File: config.mk
export PLATFORM = sky130hd
export DESIGN_NAME = exp_share_arb
export DESIGN_NICKNAME = d
export VERILOG_FILES = /design/src/rtl/exp_arb_pkg.sv /design/src/rtl/exp_tag_line.sv /design/src/rtl/exp_share_arb.sv
export SDC_FILE = /design/constraint.sdc
export NUM_CORES = 1
export LEC_CHECK = 0
export ABC_CLOCK_PERIOD_IN_PS = 2200
export BUFFER_PORTS_ARGS = -buffer_cell sky130_fd_sc_hd__buf_2
export CORE_UTILIZATION = 44
export DETAILED_ROUTE_END_ITERATION = 6
export GPL_TIMING_DRIVEN = 0
export PLACE_DENSITY_LB_ADDON = 0.05
export SYNTH_ARGS = -nofsm -noshare
export SYNTH_HDL_FRONTEND = slang
export SYNTH_SLANG_ARGS = --single-unit
File: constraint.sdc
create_clock -name clk -period 2.2 [get_ports clk]
set_input_delay 0.11 -clock clk [delete_from_list [all_inputs] [get_ports clk]]
set_output_delay 0.11 -clock clk [all_outputs]
set_load 0.02 [all_outputs]
File: src/rtl/exp_arb_pkg.sv
// Shared constants and types for the exponential-pipeline share arbiter.
package exp_arb_pkg;

  // Default build parameters of the arbiter and the pipeline it fronts.
  localparam int NREQ_DEF     = 2;
  localparam int LAT_DEF      = 12;
  localparam int WIDTHIN_DEF  = 16;
  localparam int WIDTHOUT_DEF = 32;

  // The requester index field is sized for the widest supported build
  // (4 requesters) so one tag type serves every legal NREQ.
  localparam int NREQ_MAX = 4;
  localparam int IDX_W    = $clog2(NREQ_MAX);

  // One slot of the tag line: does this pipeline slot carry an operand,
  // and which requester issued it.
  typedef struct packed {
    logic             valid;
    logic [IDX_W-1:0] idx;
  } tag_t;

  // Per-requester completion counter.
  typedef logic [15:0] cnt_t;

endpackage

File: src/rtl/exp_tag_line.sv
// LAT-deep shift register of tags running in lockstep with the valid chain
// of the shared exponential pipeline. Advances only when enabled, so it
// stalls together with the pipeline.
module exp_tag_line
  import exp_arb_pkg::*;
#(
  parameter int LAT = LAT_DEF
) (
  input  logic clk,
  input  logic reset,
  input  logic en,
  input  tag_t tag_in,
  output tag_t head
);

  tag_t line_q [LAT];
  tag_t line_d [LAT];

  // Next state: on an enabled cycle load the new tag and shift everything
  // one slot toward the head; otherwise hold.
  always_comb begin
    line_d = line_q;
    if (en) begin
      line_d[0] = tag_in;
      for (int i = 1; i < LAT; i++) begin
        line_d[i] = line_q[i-1];
      end
    end
  end

  // State register with synchronous active-low clear of every slot.
  always_ff @(posedge clk) begin
    if (!reset) begin
      for (int i = 0; i < LAT; i++) begin
        line_q[i] <= '0;
      end
    end else begin
      line_q <= line_d;
    end
  end

  assign head = line_q[LAT-1];

endmodule

File: src/rtl/exp_share_arb.sv
// Round-robin front end that shares one exponential pipeline among NREQ
// requesters. A tag line shadows the pipeline so each result is routed back
// to the requester that issued it. A result its owner is not ready to take
// stalls the whole pipeline (pipe_ready doubles as the global stall enable),
// so nothing is dropped or reordered.
//
// Handshake: req_valid/req_ready and rsp_valid/rsp_ready are valid/ready
// pairs; a transfer happens on a rising edge where both are 1. req_ready is
// only ever raised for the single granted requester, and a raised rsp_valid
// holds, with rsp_y stable, until the owner's rsp_ready is seen.
module exp_share_arb
  import exp_arb_pkg::*;
#(
  parameter int NREQ     = NREQ_DEF,
  parameter int LAT      = LAT_DEF,
  parameter int WIDTHIN  = WIDTHIN_DEF,
  parameter int WIDTHOUT = WIDTHOUT_DEF
) (
  input  logic                    clk,
  input  logic                    reset,
  input  logic [NREQ-1:0]         req_valid,
  input  logic [NREQ*WIDTHIN-1:0] req_x,
  output logic [NREQ-1:0]         req_ready,
  output logic [NREQ-1:0]         rsp_valid,
  input  logic [NREQ-1:0]         rsp_ready,
  output logic [WIDTHOUT-1:0]     rsp_y,
  output logic                    pipe_valid,
  output logic [WIDTHIN-1:0]      pipe_x,
  output logic                    pipe_ready,
  input  logic                    pipe_o_valid,
  input  logic [WIDTHOUT-1:0]     pipe_o_y,
  output logic                    err_tag,
  output logic [NREQ*16-1:0]      done_cnt
);

  tag_t             head;
  tag_t             tag_in;
  logic             head_ready;
  logic             en;
  logic             grant_any;
  logic [IDX_W-1:0] grant_idx;
  logic [IDX_W-1:0] rr_ptr_q, rr_ptr_d;
  logic             err_q, err_d;
  cnt_t             cnt_q [NREQ];
  cnt_t             cnt_d [NREQ];

  // Is the owner of the head slot willing to take its result this cycle.
  always_comb begin
    head_ready = 1'b0;
    for (int i = 0; i < NREQ; i++) begin
      if (head.idx == IDX_W'(i)) head_ready = rsp_ready[i];
    end
  end

  // Global enable: the pipeline advances unless a valid result is waiting
  // on an unready owner. In reset the outputs present the cleared state.
  always_comb begin
    en         = !head.valid || head_ready;
    pipe_ready = en || !reset;
  end

  // Round-robin pick: scan upward from rr_ptr to the top, then wrap and scan
  // from 0 up to rr_ptr. No grant while stalled or in reset.
  always_comb begin
    grant_any = 1'b0;
    grant_idx = '0;
    if (reset && en) begin
      for (int i = 0; i < NREQ; i++) begin
        if (!grant_any && req_valid[i] && (IDX_W'(i) >= rr_ptr_q)) begin
          grant_any = 1'b1;
          grant_idx = IDX_W'(i);
        end
      end
      for (int i = 0; i < NREQ; i++) begin
        if (!grant_any && req_valid[i] && (IDX_W'(i) < rr_ptr_q)) begin
          grant_any = 1'b1;
          grant_idx = IDX_W'(i);
        end
      end
    end
  end

  // Issue side: ready to the winner only, winner's operand to the pipeline
  // (zero when idle), and the tag that follows it down the line.
  always_comb begin
    req_ready = '0;
    pipe_x    = '0;
    for (int i = 0; i < NREQ; i++) begin
      if (grant_any && (grant_idx == IDX_W'(i))) begin
        req_ready[i] = 1'b1;
        pipe_x       = req_x[i*WIDTHIN +: WIDTHIN];
      end
    end
    pipe_valid   = grant_any;
    tag_in.valid = grant_any;
    tag_in.idx   = grant_idx;
  end

  // Response side: the pipeline result goes to the requester named by the
  // head tag; the shared bus carries the pipeline output unconditionally.
  always_comb begin
    rsp_valid = '0;
    for (int i = 0; i < NREQ; i++) begin
      rsp_valid[i] = reset && head.valid && (head.idx == IDX_W'(i)) && pipe_o_valid;
    end
    rsp_y = pipe_o_y;
  end

  // Next state of pointer, sticky mismatch flag and completion counters.
  // A head whose valid disagrees with the pipeline's o_valid on an enabled
  // cycle means the two chains have drifted apart.
  always_comb begin
    rr_ptr_d = rr_ptr_q;
    if (en && grant_any) begin
      rr_ptr_d = (grant_idx == IDX_W'(NREQ - 1)) ? '0 : grant_idx + IDX_W'(1);
    end
    err_d = err_q || (en && (pipe_o_valid != head.valid));
    cnt_d = cnt_q;
    if (en && head.valid) begin
      for (int i = 0; i < NREQ; i++) begin
        if (head.idx == IDX_W'(i)) cnt_d[i] = cnt_q[i] + cnt_t'(1);
      end
    end
  end

  // State registers with synchronous active-low reset.
  always_ff @(posedge clk) begin
    if (!reset) begin
      rr_ptr_q <= '0;
      err_q    <= 1'b0;
      for (int i = 0; i < NREQ; i++) begin
        cnt_q[i] <= '0;
      end
    end else begin
      rr_ptr_q <= rr_ptr_d;
      err_q    <= err_d;
      cnt_q    <= cnt_d;
    end
  end

  // Flatten the counters onto the output bus, requester i in slice i.
  always_comb begin
    done_cnt = '0;
    for (int i = 0; i < NREQ; i++) begin
      done_cnt[i*16 +: 16] = cnt_q[i];
    end
  end

  assign err_tag = err_q;

  exp_tag_line #(
    .LAT (LAT)
  ) u_tag_line (
    .clk    (clk),
    .reset  (reset),
    .en     (en),
    .tag_in (tag_in),
    .head   (head)
  );

endmodule

# Yosys cells after proc, flatten, opt, wreduce, memory -nomap -nowiden
# Cells that the tools add are included.
dict set report word_totals {
  reg_bits 71
  elab_cells 87
  output_inout_bits 87
}
dict set report op_classes {
  n_eq_ne 3
  addsub 3
  n_reduce_logical 30
  order_cmp 4
  n_mux 19
}
# op count
set ops {}
lappend ops {{$add 16x1->16 const B} 2}
lappend ops {{$mux 16} 2}
lappend ops {{$logic_and 1x1->1} 18}
lappend ops {{$mux 1} 13}
lappend ops {{$mux 2} 4}
lappend ops {{$logic_not 1->1} 5}
lappend ops {{$eq 2x1->1 const B} 2}
lappend ops {{$ge 1x2->1 const A} 2}
lappend ops {{$logic_not 2->1} 2}
lappend ops {{$lt 1x2->1 const A} 2}
lappend ops {{$reduce_and 2->1} 2}
lappend ops {{$logic_or 1x1->1} 3}
lappend ops {{$add 2x1->2 const B} 1}
lappend ops {{$ne 1x1->1} 1}

# Longest topological paths before layout
# Gate-level depths: netlist of run 1.
dict set report depth {
  ltp_word 25
  depth_mapped 7
}

# Cells and area by module
# A second synthesis of run 1 with hierarchy kept.
dict set report unflattened {
  cells_unflattened 358
  area_unflattened_um2 3442.1
}
# mod area_each_um2 instances seq_area_each_um2 cells_per_inst
set modules_own_cells {}
lappend modules_own_cells {exp_share_arb 2030.7 1 680.7 240}
lappend modules_own_cells {exp_tag_line 1411.4 1 720.7 118}

# Worst setup path after synthesis of run 1
# Ideal clock, no wire load.
dict set report synth_path {
  path_kind {reg-to-output}
  from {reg u_tag_line.line_q, in the netlist u_tag_line.head[0]}
  to {out pipe_x[10]}
  t_required_ps 2090
  path_stages_with_launch 8
  slack_ps 421
  arrival_time_ps 1669
  cell_sequence {dfxtp_1 > buf_4 > mux2i_1 > a21oi_1 > and3_1 > buf_2 > buf_2 > a22o_1}
}
dict set report synth_via {
  elab_chain_len 10
}
# element line
set synth_rtl {}
lappend synth_rtl {{start: declaration} exp_tag_line.sv:16} ;# tag_t line_q [LAT];
lappend synth_rtl {{start signal: assignment} exp_tag_line.sv:38} ;# line_q <= line_d;
lappend synth_rtl {{$logic_not 2->1} exp_share_arb.sv:51} ;# if (head.idx == IDX_W'(i)) head_ready = rsp_ready[i];
lappend synth_rtl {{$mux 1} exp_share_arb.sv:51}
lappend synth_rtl {{$mux 1 (*)} exp_share_arb.sv:51}
lappend synth_rtl {{$logic_or 1x1->1 (*)} exp_share_arb.sv:58} ;# en = !head.valid || head_ready;
lappend synth_rtl {{$logic_and 1x1->1 (*)} exp_share_arb.sv:67} ;# if (reset && en) begin
lappend synth_rtl {{$mux 2} exp_share_arb.sv:67}
lappend synth_rtl {{$logic_not 2->1} exp_share_arb.sv:89} ;# if (grant_any && (grant_idx == IDX_W'(i))) begin
lappend synth_rtl {{$logic_and 1x1->1} exp_share_arb.sv:89}
lappend synth_rtl {{$mux 16} exp_share_arb.sv:89}
lappend synth_rtl {{$mux 16 (*)} exp_share_arb.sv:89}
lappend synth_rtl {{end: declaration} exp_share_arb.sv:28} ;# output logic [WIDTHIN-1:0] pipe_x,
# Every way passes the cells marked *; elsewhere a longest branch is shown, timed or not.

# Worst setup path after layout of run 1
dict set report layout_path {
  from {reg u_tag_line.line_q, in the netlist u_tag_line.head[0]}
  to {out pipe_x[7]}
}
# The elaborated chain is that of the path after synthesis.

==> results.txt, run 1 <==
- Clock slew seen by the registers of the worst setup and hold paths: 0.07 ns
- The tightest min-delay check is of the in -> reg type.
- Endpoint required time on the critical path: 2.09 ns
- Setup violations remaining at the end of the flow were counted as 0.
* Net switching component of the power: 559.5 µW
- At the pin with the least slew margin, the transition time is 0.4947 ns.
* Die extent in x: 81.01 µm
- Clock latency on the worst-skew pair, taken at its later pin, is 0.33 ns.
- Leaving out fill and tap cells, the most frequent cells in the layout are 128 x buf_2, 58 x dfxtp_1, 36 x a22o_1.
- Quantity of I/O buffers inserted on ports: 125
* Worst Setup Path Type: reg -> out
- Effective utilization at floorplan: ~46%
- At the end of the flow, the number of nets in the layout was 508.
* H-Tree Depth: 3
- Type of element capturing the critical path: output port
- The floorplan step defined a die boundary enclosing ~6600 µm².
- The tool flagged a number of max-cap violations equal to 0.
- The number of global-route vias before repair is 2171.
* Final Hold Viols: 0
- For hold timing, the worst endpoint is err_tag$_SDFF_PN0_.
* Reg-to-reg slack, setup: between 0.3 and 0.4 ns
* VDD IR max: between 0.4 and 0.5 mV
- Summed over all nets, the half-perimeter wirelength after detailed placement is about 4.7 mm.
- Switching fraction of total power: 22.61%
* Synthesized area: about 2700 µm²
- Final total power: 2474 µW
* Place WS: roughly 0.14 ns
* Post-synthesis cell type count: 38
- For this design the ratio of total power to cell area is 660.7 nW/µm².
* Number of cells on the worst hold path: 3
- Antenna Cells: 0
- Combinational cells account for approximately 11% of the total power.
- CTS Sinks: 58
- # IOs: about 160
* Sort of element at the start of the critical path: flop
- Leaving out fill and tap cells, the most frequent cell in the layout is buf_2.
* Worst reg-to-reg path cell count: 7
- Number of buffers created by CTS: 9
- Largest net degree at the start of global routing: 19
* Internal power: ~1900 µW
- CTS placed an instance of clkbuf_8 at the clock tree root.
- Biggest fanout along the worst timing path: 10
* Share of post-route cells with drive strength above 1: between 40% and 50%
- The first routing iteration left 88 violations.
- Most frequent cell on the critical path: buf_2
- The worst path in the final design needs a cycle of about 2.1 ns, including I/O delays and setup.
- In this run, flip-flops and latches consume 43.0% of the power.
* Global-route wire length before repair: 9.666 mm
- Global routing used 19.20% of the available tracks across all layers.
- The worst hold path begins at pipe_o_valid.
- Endpoint arrival time on the critical path: 1.95 ns
- After layout, the worst setup slack is approximately 0.14 ns.
* Number of slew-limit violations in the final report: 0
- After technology mapping, the gate count stands at 298.
- In the synthesized netlist the async set-or-reset flop fraction comes to 0%.
* Relative max-transition margin: 67.02%
* Placer's final routability congestion estimate: 0.7435
- Result of the run: finished, final reports clean
- In this run the critical register-to-register path is captured at done_cnt[14]$_SDFFE_PN0P_.
* Worst-path cell chain: buf_6 -> mux2i_4 -> a21oi_4 -> and3_1 -> buf_2 -> buf_4 -> a22o_1 -> buf_2
- Slowest stage cell on the critical path: dfxtp_1
* Crit-path max cell delay: approximately 0.32 ns
* Total via count after detailed routing: 2600
- Number of search-and-repair iterations in the first detailed-routing pass: 4
* Cell leakage power: 0.001777 µW
- For this run, the number of Yosys warnings is 0.
- Final setup TNS: 0 ns
* Post-synthesis register bit count: 58
- The filler cells instantiated in the layout total about 540.
* Maximum root-to-sink buffer count: 2
* Final period utilization: 93.74%
- Average wire per standard cell: ~12 µm
- Clock network fraction of total power: a little under half
* Detail-routed via count per cell: 5.049
* Floorplan core area: 5956 µm²
- TritonCTS built the clock tree.
* R2r startpoint: u_tag_line.head[0]$_SDFFE_PN0P_
- The initial antenna violation count is 0.
- In the routed design, unresolved DRC markers number 0.
- Detail Route Antenna Nets: 0
* Seq/Total Area, Yosys: 42.28%
- Grt ovf: 0
- Setup repair after global routing left no endpoint under its margin.
- Number of synthesized flops with an enable pin: 0
* Fmax achieved: 0.4849 GHz
* Mean Syn Cell Area: 9.216 µm²
- Between clock sinks in the finished design, the worst skew comes to 0.004189 ns.
- The most used flip-flop cell after synthesis is dfxtp_1.
- Area Growth Syn to Fin: 36.36%
- Row generation in the floorplan step produced 28 rows.
- Synthesized netlist net count: 371
- Total routed wirelength: 6.258 mm
* DIE HEIGHT: 81.01 µm
==> layout make-up <==
cell class	instances	area [µm²]	share of cell area [%]
multi-input combinational	185	1265	33.78
sequential	58	1161	31.01
timing repair buffer	127	640.6	17.11
buffer	49	327.8	8.754
clock buffer	12	165.2	4.410
tap	75	93.84	2.506
clock inverter	4	72.57	1.938
inverter	5	18.77	0.5012
==> timing repair <==
item                       in CTS  in global routing
hold buffers                    0                  0
resized for setup               5                  2
pin swaps                       1                  0
setup buffers                   1                  1
setup endpoints to repair      11                 16
==> worst max-delay path, delay by kind of cell (launching register included) <==
kind                   cells  cell delay, ns
buffers and inverters      4            0.62
AO/OA/AOI/OAI              2            0.27
flip-flops                 1            0.32
multiplexers               1            0.26
AND/OR/NAND/NOR            1            0.16
==> metrics by stage <==
step	cells	utilization [%]	cell area [µm²]	hold WS [ns]
floorplan	298	-	2746	0.2215
global placement	498	58.19	3466	0.4261
detailed placement	498	58.19	3466	0.4280
CTS	514	62.56	3726	0.06230
global route	515	62.88	3745	0.08605
finish	515	62.88	3745	0.07674
==> kinds of logic (layout without fill, tap and decap cells) <==
group | Yosys count | in the layout | synth area share [%]
compound gates | 70 | 70 | 18.22
xor+xnor | 17 | 17 | 5.422
fa+ha+maj | 2 | 2 | 0.9110
buf+inv | 55 | 197 | 12.53
flops | 58 | 58 | 42.28
mux | 3 | 3 | 1.093
simple gates | 93 | 93 | 19.54
==> how the worst max path moves through the flow <==
| stage | to | start | depth (start not counted) |
|---|---|---|---|
| CTS | pipe_x[7] | u_tag_line.head[0]$_SDFFE_PN0P_ | 8 |
| global route | pipe_x[11] | u_tag_line.head[0]$_SDFFE_PN0P_ | 8 |
| floorplan | pipe_x[10] | u_tag_line.head[0]$_SDFFE_PN0P_ | 7 |
| global placement | pipe_x[10] | u_tag_line.head[0]$_SDFFE_PN0P_ | 8 |
| detailed placement | pipe_x[7] | u_tag_line.head[0]$_SDFFE_PN0P_ | 8 |
| finish | pipe_x[7] | u_tag_line.head[0]$_SDFFE_PN0P_ | 8 |
==> sequential cells by signal, summed over array words and instances (netlist names) <==
register           count
u_tag_line.line_q     22
done_cnt              32
u_tag_line.head        2
err_tag                1
rr_ptr_q               1
==> metal layers <==
metal	global-route usage (%)	wire length, µm
met5	0	0
met4	5.893	14
met3	5.618	367
met2	33.53	3139
met1	22.50	2736
==> synthesized netlist by cell type, types with 2 or more instances <==
master / count / area (µm²)
a21o_1: 2 / 15.01
a21oi_1: 16 / 80.08
a22o_1: 36 / 315.3
and3_1: 6 / 37.54
and4_1: 5 / 43.79
buf_2: 5 / 25.02
buf_4: 33 / 247.7
clkbuf_1: 11 / 41.29
dfxtp_1: 58 / 1161
ha_1: 2 / 25.02
inv_1: 4 / 15.01
mux2i_1: 3 / 30.03
nand2_1: 13 / 48.80
nand3_1: 11 / 55.05
nand4_1: 8 / 50.05
nor2_1: 22 / 82.58
nor3_1: 4 / 20.02
nor4_1: 2 / 12.51
o21ai_0: 12 / 60.06
o31ai_1: 2 / 15.01
or3_1: 9 / 56.30
or4_1: 3 / 22.52
xnor2_1: 8 / 70.07
xor2_1: 9 / 78.83
==> power groups by stage <==
stage	clock (µW)	sequential, µW	combinational, µW
floorplan	0	1090	173
global placement	0	1090	270
detailed placement	0	1090	274
CTS	1170	1060	278
global route	1210	1070	298
finish	1130	1060	276
Note: power is estimated with default switching activity, not from simulation.
==> run 2: changes to the inputs <==
--- a/config.mk
+++ b/config.mk
@@ -11,6 +11,7 @@
 export DETAILED_ROUTE_END_ITERATION = 6
 export GPL_TIMING_DRIVEN = 0
 export PLACE_DENSITY_LB_ADDON = 0.05
+export SETUP_SLACK_MARGIN = 0.3
 export SYNTH_ARGS = -nofsm -noshare
 export SYNTH_HDL_FRONTEND = slang
 export SYNTH_SLANG_ARGS = --single-unit
==> run 2 against run 1 <==
Compared with the run above: routed wire length up 4.7%; combinational power increased by 16%; clock skew increased by 0.0037 ns; global-route usage grew 1.2 points; non-clock buffer count up 10; sequential power barely moved; fmax is 5.6% higher; worst setup slack gained 0.11 ns; final area grew 5.8%; register-to-register slack improved by 0.04 ns; largest power group unchanged.
==> results.txt, run 2 (synthesis results as in run 1) <==
- Clock slew seen by the registers of the worst setup and hold paths: 0.07 ns
* # IOs: 158
- Counting the buffers created by CTS gives 9.
* Maximum root-to-sink buffer count: 2
- The tool flagged a number of max-cap violations equal to 0.
- Die extent in x: 81.01 µm
- In the final timing run, aggregate negative setup slack is 0 ns.
* Library cell used as clock root buffer: clkbuf_8
- Number of search-and-repair iterations in the first detailed-routing pass: 5
* Detailed Place HPWL: 4.654 mm
- Measured against its own limit, the worst slew margin works out to between 60% and 70%.
* Core Util, Final: ~67%
- 0 antenna diodes ended up in the layout.
* Post-route clock skew: 0.007864 ns
- Top library cells by usage in the layout, fill and taps aside: 113 x buf_2, 57 x dfxtp_1, 41 x buf_4
- The first global-routing pass estimated 10.22 mm of wire.
* Initial DRC count: 121
- Row count: 28
* Total via count after detailed routing: 2673
- Min setup slack post-route: 0.2463 ns
- Post-placement cell area: ~3500 µm²
- Cell leakage power: roughly 0.0019 µW
* Non-filler instance count after layout: ~530
- In the final design database the tool counted 518 nets.
* Slew at the pin with the worst max-slew slack: 0.4963 ns
* Count of buffering cells on the critical path with inverters included: 4
- At the worst endpoint, the required time is 2.09 ns.
* Type of element capturing the critical path: output port
- Most common cell after layout, fill and taps aside: buf_2
* Final period utilization: 88.81%
- Endpoint arrival time on the critical path: between 1.5 and 2 ns
- Effective utilization at floorplan: 46.11%
* Clock Latency Late Sink: about 0.33 ns
- The worst register-to-register path begins at u_tag_line.head[0]$_SDFFE_PN0P_.
* Vias in the first global route: about 2300
- The total overflow left after global routing is 0.
- Post-route design area: 3963 µm²
* Total routed wirelength: 6.551 mm
* TritonCTS clock tree: yes
- After detailed routing, the number of vias per cell comes to 5.091.
- The H-tree was split into 3 levels.
* Biggest fanout along the worst timing path: 4
- For this run, design rule violations remaining after detail routing come to 0.
* Number of flip-flops under the largest register name: 32
- Largest net degree at the start of global routing: 11
* Worst-path cell chain: buf_6 -> mux2i_4 -> a21oi_4 -> and3_4 -> buf_6 -> buf_4 -> a22o_1 -> buf_6
- The cell family contributing the most delay on the critical path is buffers and inverters.
- Compared with the post-synthesis result, the final layout area differs by 44.28%.
- Overall global routing resource usage: 20.38%
* Final Hold Viols: 0
- Floorplan core area: 5956 µm²
- CTS Sinks: 58
- The count of pins over their slew limit is 0.
- Setup repair after global routing could not meet its margin everywhere.
* Final-report setup violation count: 0
- Detail Route Antenna Nets: 0
- Sort of element at the start of the critical path: flop
* Cell Pwr Density: 637.3 nW/µm²
- Total instance count after detailed placement: ~500
- Hold-fix buffer count after cts: 0
- Filler cell count in the final layout: 529
- Die area: 6562 µm²
- Average wire per standard cell: between 10 and 15 µm
- The worst setup path is of the reg -> out kind.
* Launching element of the worst setup path: u_tag_line.head[0]$_SDFFE_PN0P_
* Slowest stage cell on the critical path: dfxtp_2
* Result of the run: finished, final reports clean
* Placer's final routability congestion estimate: 0.7435
* DIE HEIGHT: 81.01 µm
- Fmax achieved: 0.5118 GHz
* Initial antenna violation count: 0
* Place WS: 0.1355 ns
- The clock period could shrink to 1.954 ns.
- The tightest min-delay check is of the in -> reg type.
- Share of post-route cells with drive strength above 1: 46.22%
- Crit-path max cell delay: 0.32 ns
- Hold Path Origin: pipe_o_valid
- Quantity of I/O buffers inserted on ports: between 100 and 150
* VDD IR max: 0.4653 mV
* Most frequent cell on the critical path: buf_6
## run 2: cell count changes in the layout (fill, tap and decap cells not counted), sizes merged
cell	change
clkbuf	-1
buf	+11
## run 2: final timing paths
kind	endpoint	slack (ns)	cells after the start
worst max-delay path	pipe_x[4]	0.25	8
worst min-delay path	err_tag$_SDFF_PN0_	0.07	3
worst max register to register	done_cnt[14]$_SDFFE_PN0P_	0.39	7
worst min register to register	u_tag_line.head[2]$_SDFFE_PN0P_	0.45	2
## run 2: area by class of cell
type	count	area (µm²)	area share, %
Inverter	5	18.77	0.4736
Clock buffer	12	165.2	4.168
Sequential cell	58	1162	29.33
Timing Repair Buffer	136	797.0	20.11
Tap cell	75	93.84	2.368
Clock inverter	4	72.57	1.831
Multi-Input combinational cell	185	1277	32.24
Buffer	50	375.4	9.473
## run 2: repair_timing
item                       in CTS  in global routing
buffers inserted                4                  3
setup endpoints to repair      19                 24
gates resized for setup        40                 22
cloned                          4                  0
pin swaps                      10                  3
## run 2: where the power goes
part | switching (µW) | internal (µW) | total, µW | leakage, µW
Combinational | 159 | 162 | 321 | 0.00128
Sequential | 5.34 | 1060 | 1070 | 0.000469
Clock | 411 | 728 | 1140 | 0.000119
Total | 575 | 1950 | 2530 | 0.00187
## run 2: layer usage
metal  vias to the layer above  track usage, %  wire length, µm
met5                         -               0                0
met4                         0           7.500               85
met3                         9           5.843              396
met2                        95           35.71             3355
met1                      1233           23.40             2713
li1                       1336               -                -
## run 2: worst min-delay path, cell delays in order
cell	delay [ns]
buf_2	0.10
or3_1	0.10
a21oi_1	0.05
## run 2: metrics by stage
stage	power, µW	hold slack [ns]
6_report	2525	0.07106
2_1_floorplan	1262	0.2215
3_3_place_gp	1358	0.4261
5_1_grt	2625	0.08308
4_1_cts	2543	0.06223
3_5_place_dp	1362	0.4280
==> run 3: changes to the inputs <==
--- a/config.mk
+++ b/config.mk
@@ -11,6 +11,7 @@
 export DETAILED_ROUTE_END_ITERATION = 6
 export GPL_TIMING_DRIVEN = 0
 export PLACE_DENSITY_LB_ADDON = 0.05
+export REMOVE_ABC_BUFFERS = 1
 export SETUP_SLACK_MARGIN = 0.3
 export SYNTH_ARGS = -nofsm -noshare
 export SYNTH_HDL_FRONTEND = slang
==> run 3 against run 2 <==
Compared with the run above: clock power is 8% lower; final cell count fell by 16%; die area did not move.
==> results.txt, run 3 (synthesis results as in run 1) <==
* TritonCTS clock tree: yes
- Clock Latency Late Sink: approximately 0.34 ns
* Floorplan core area: between 5000 and 6000 µm²
* Worst reg-to-reg path cell count: 4
- From synthesis to final layout, the design area changed by 21.23%.
* Quantity of I/O buffers inserted on ports: 93
* Relative max-transition margin: 63.48%
- Total routed wirelength: roughly 7.4 mm
- Clock network fraction of total power: 45.7%
* Hold-fix buffer count after cts: 0
- Global-route wire length before repair: 11.05 mm
* Proportion of power drawn by flip-flops and latches: a little under half
- Die extent in x: 81.01 µm
- Initial DRC count: 109
* Largest net degree at the start of global routing: 37
- The initial utilization of the core area, before any placement, comes to about 46%.
- Post-placement cell area: 2984 µm²
- Endpoint required time on the critical path: 2.09 ns
- Most common cell after layout, fill and taps aside: buf_2
- For this run, the top clock speed supported by timing is 0.5459 GHz.
- The count of pins over their slew limit came to 0.
- For this design the top-level I/O count stands at 158.
- The min-delay analysis places its worst path in the category in -> reg.
- Min setup slack post-route: 0.3681 ns
* Share of post-route cells with drive strength above 1: between 30% and 40%
- VDD IR max: 0.4359 mV
* Top library cells by usage in the layout, fill and taps aside: 90 x buf_2, 56 x dfxtp_1, 36 x a22o_1
* CTS Sinks: 58
- Setup violations remaining at the end of the flow were counted as 0.
- The routed layout has 2439 vias.
* Comb pwr share: between 7 and 8%
- Final period utilization: a little over four fifths
* Sort of element at the start of the critical path: flop
* Vias in the first global route: 2100
- For this design the ratio of total power to cell area is between 600 and 700 nW/µm².
- Data arrives at the worst endpoint at 1.72 ns.
* Biggest fanout along the worst timing path: 9
* Post-route clock skew: 0.01600 ns
* Final setup TNS: 0 ns
* Maximum root-to-sink buffer count: 2
- DIE HEIGHT: 81.01 µm
- The die covers 6562 µm².
- Net count of the finished layout: roughly 430
- Routability-driven placement finished with a final weighted congestion of 0.7749.
- The initial antenna violation count came to 0.
- The floorplan has 28 rows.
- Result of the run: finished, final reports clean
* Place WS: -1.185 ns
- Dividing the detail-routed wire length by the instance count gives 16.77 µm.
- Net switching component of the power: 539.9 µW
- The setup path with the least slack is of type reg -> out.
- Setup repair after global routing could not meet its margin everywhere.
- Detailed Place HPWL: 4.885 mm
* Number of buffers created by CTS: 9
- Cell leakage power: 0.001473 µW
- Grt ovf: 0
- Post-route DRC: 0
- Internal power: 1751 µW
- After detailed routing, the number of vias per cell comes to 5.531.
* Slew at the pin with the worst max-slew slack: 0.5478 ns
- The H-tree generated during clock tree synthesis spans 3 levels.
- Type of element capturing the critical path: output port
- After clock tree synthesis, the clock-pin slew on the worst setup and hold paths is 0.06 ns.
- The worst path needs 1.832 ns of the cycle, external delays included.
* Antenna Cells: 0
- After routing the design area is 3329 µm².
- Library cell used as clock root buffer: clkbuf_8
- Number of cells on the worst hold path: 3
- Before antenna repair, the detailed router went through 4 iterations.
- Overall global routing resource usage: between 20% and 30%
- Of the total power, the share spent switching nets is a little under a quarter.
- Final Hold Viols: 0
- Number of flip-flops under the largest register name: 32
* # Max-Cap Violations: 0
- Detail Route Antenna Nets: 0
-- run 3: timing repair --
item                                    4_1_cts  5_1_grt
endpoints found under the setup margin       44       20
pin swaps                                     2        4
setup buffers                                 3        3
resized for setup                            15        6
hold endpoints to repair                      0        0
cloned                                        3        0
-- run 3: routing by layer --
metal / GRT usage [%] / vias up / part of all wire [%]
met5: 9.167 / - / 0
met4: 9.464 / 0 / 0.89
met3: 12.25 / 11 / 12
met2: 30.59 / 127 / 43
met1: 29.70 / 1128 / 44
li1: - / 1173 / -
-- run 3: path summary, 6_finish.rpt --
check | startpoint | end | slack [ns]
hold / removal | reset | u_tag_line.head[2]$_SDFFE_PN0P_ | 0.09
hold reg to reg | u_tag_line.line_q[5]$_SDFFE_PN0P_ | u_tag_line.head[2]$_SDFFE_PN0P_ | 0.43
setup / recovery | u_tag_line.head[0]$_SDFFE_PN0P_ | pipe_x[6] | 0.37
setup reg to reg | u_tag_line.head[2]$_SDFFE_PN0P_ | done_cnt[31]$_SDFFE_PN0P_ | 0.41
-- run 3: layout make-up --
type	count	area [µm²]
Sequential cell	58	1166
Timing Repair Buffer	99	521.8
Clock buffer	12	165.2
Tap cell	75	93.84
Multi-Input combinational cell	188	1313
Inverter	5	21.27
Clock inverter	4	48.80
Fill cell	578	2626
-- run 3: critical path, cell delays in order, from the launching register on --
cell     delay, ns
dfxtp_4       0.36
mux2i_4       0.20
a21oi_4       0.22
and3_4        0.29
a22o_1        0.15
buf_2         0.16
-- run 3: metrics by stage --
stage               util [%]  power [µW]  instances  hold WS, ns
global route           55.90        2371        441       0.1033
CTS                    55.29        2310        438      0.07220
finish                 55.90        2291        441      0.09414
global placement       50.04        1243        416       0.2206
floorplan                  -        1171        248       0.2200
detailed placement     50.11        1244        416       0.2206
-- run 3: power groups by stage --
| stage | Clock [µW] | Combinational (µW) | Sequential (µW) |
|---|---|---|---|
| floorplan | 0 | 82.3 | 1090 |
| global placement | 0 | 155 | 1090 |
| detailed placement | 0 | 156 | 1090 |
| CTS | 1070 | 176 | 1060 |
| global route | 1110 | 195 | 1060 |
| finish | 1050 | 180 | 1060 |
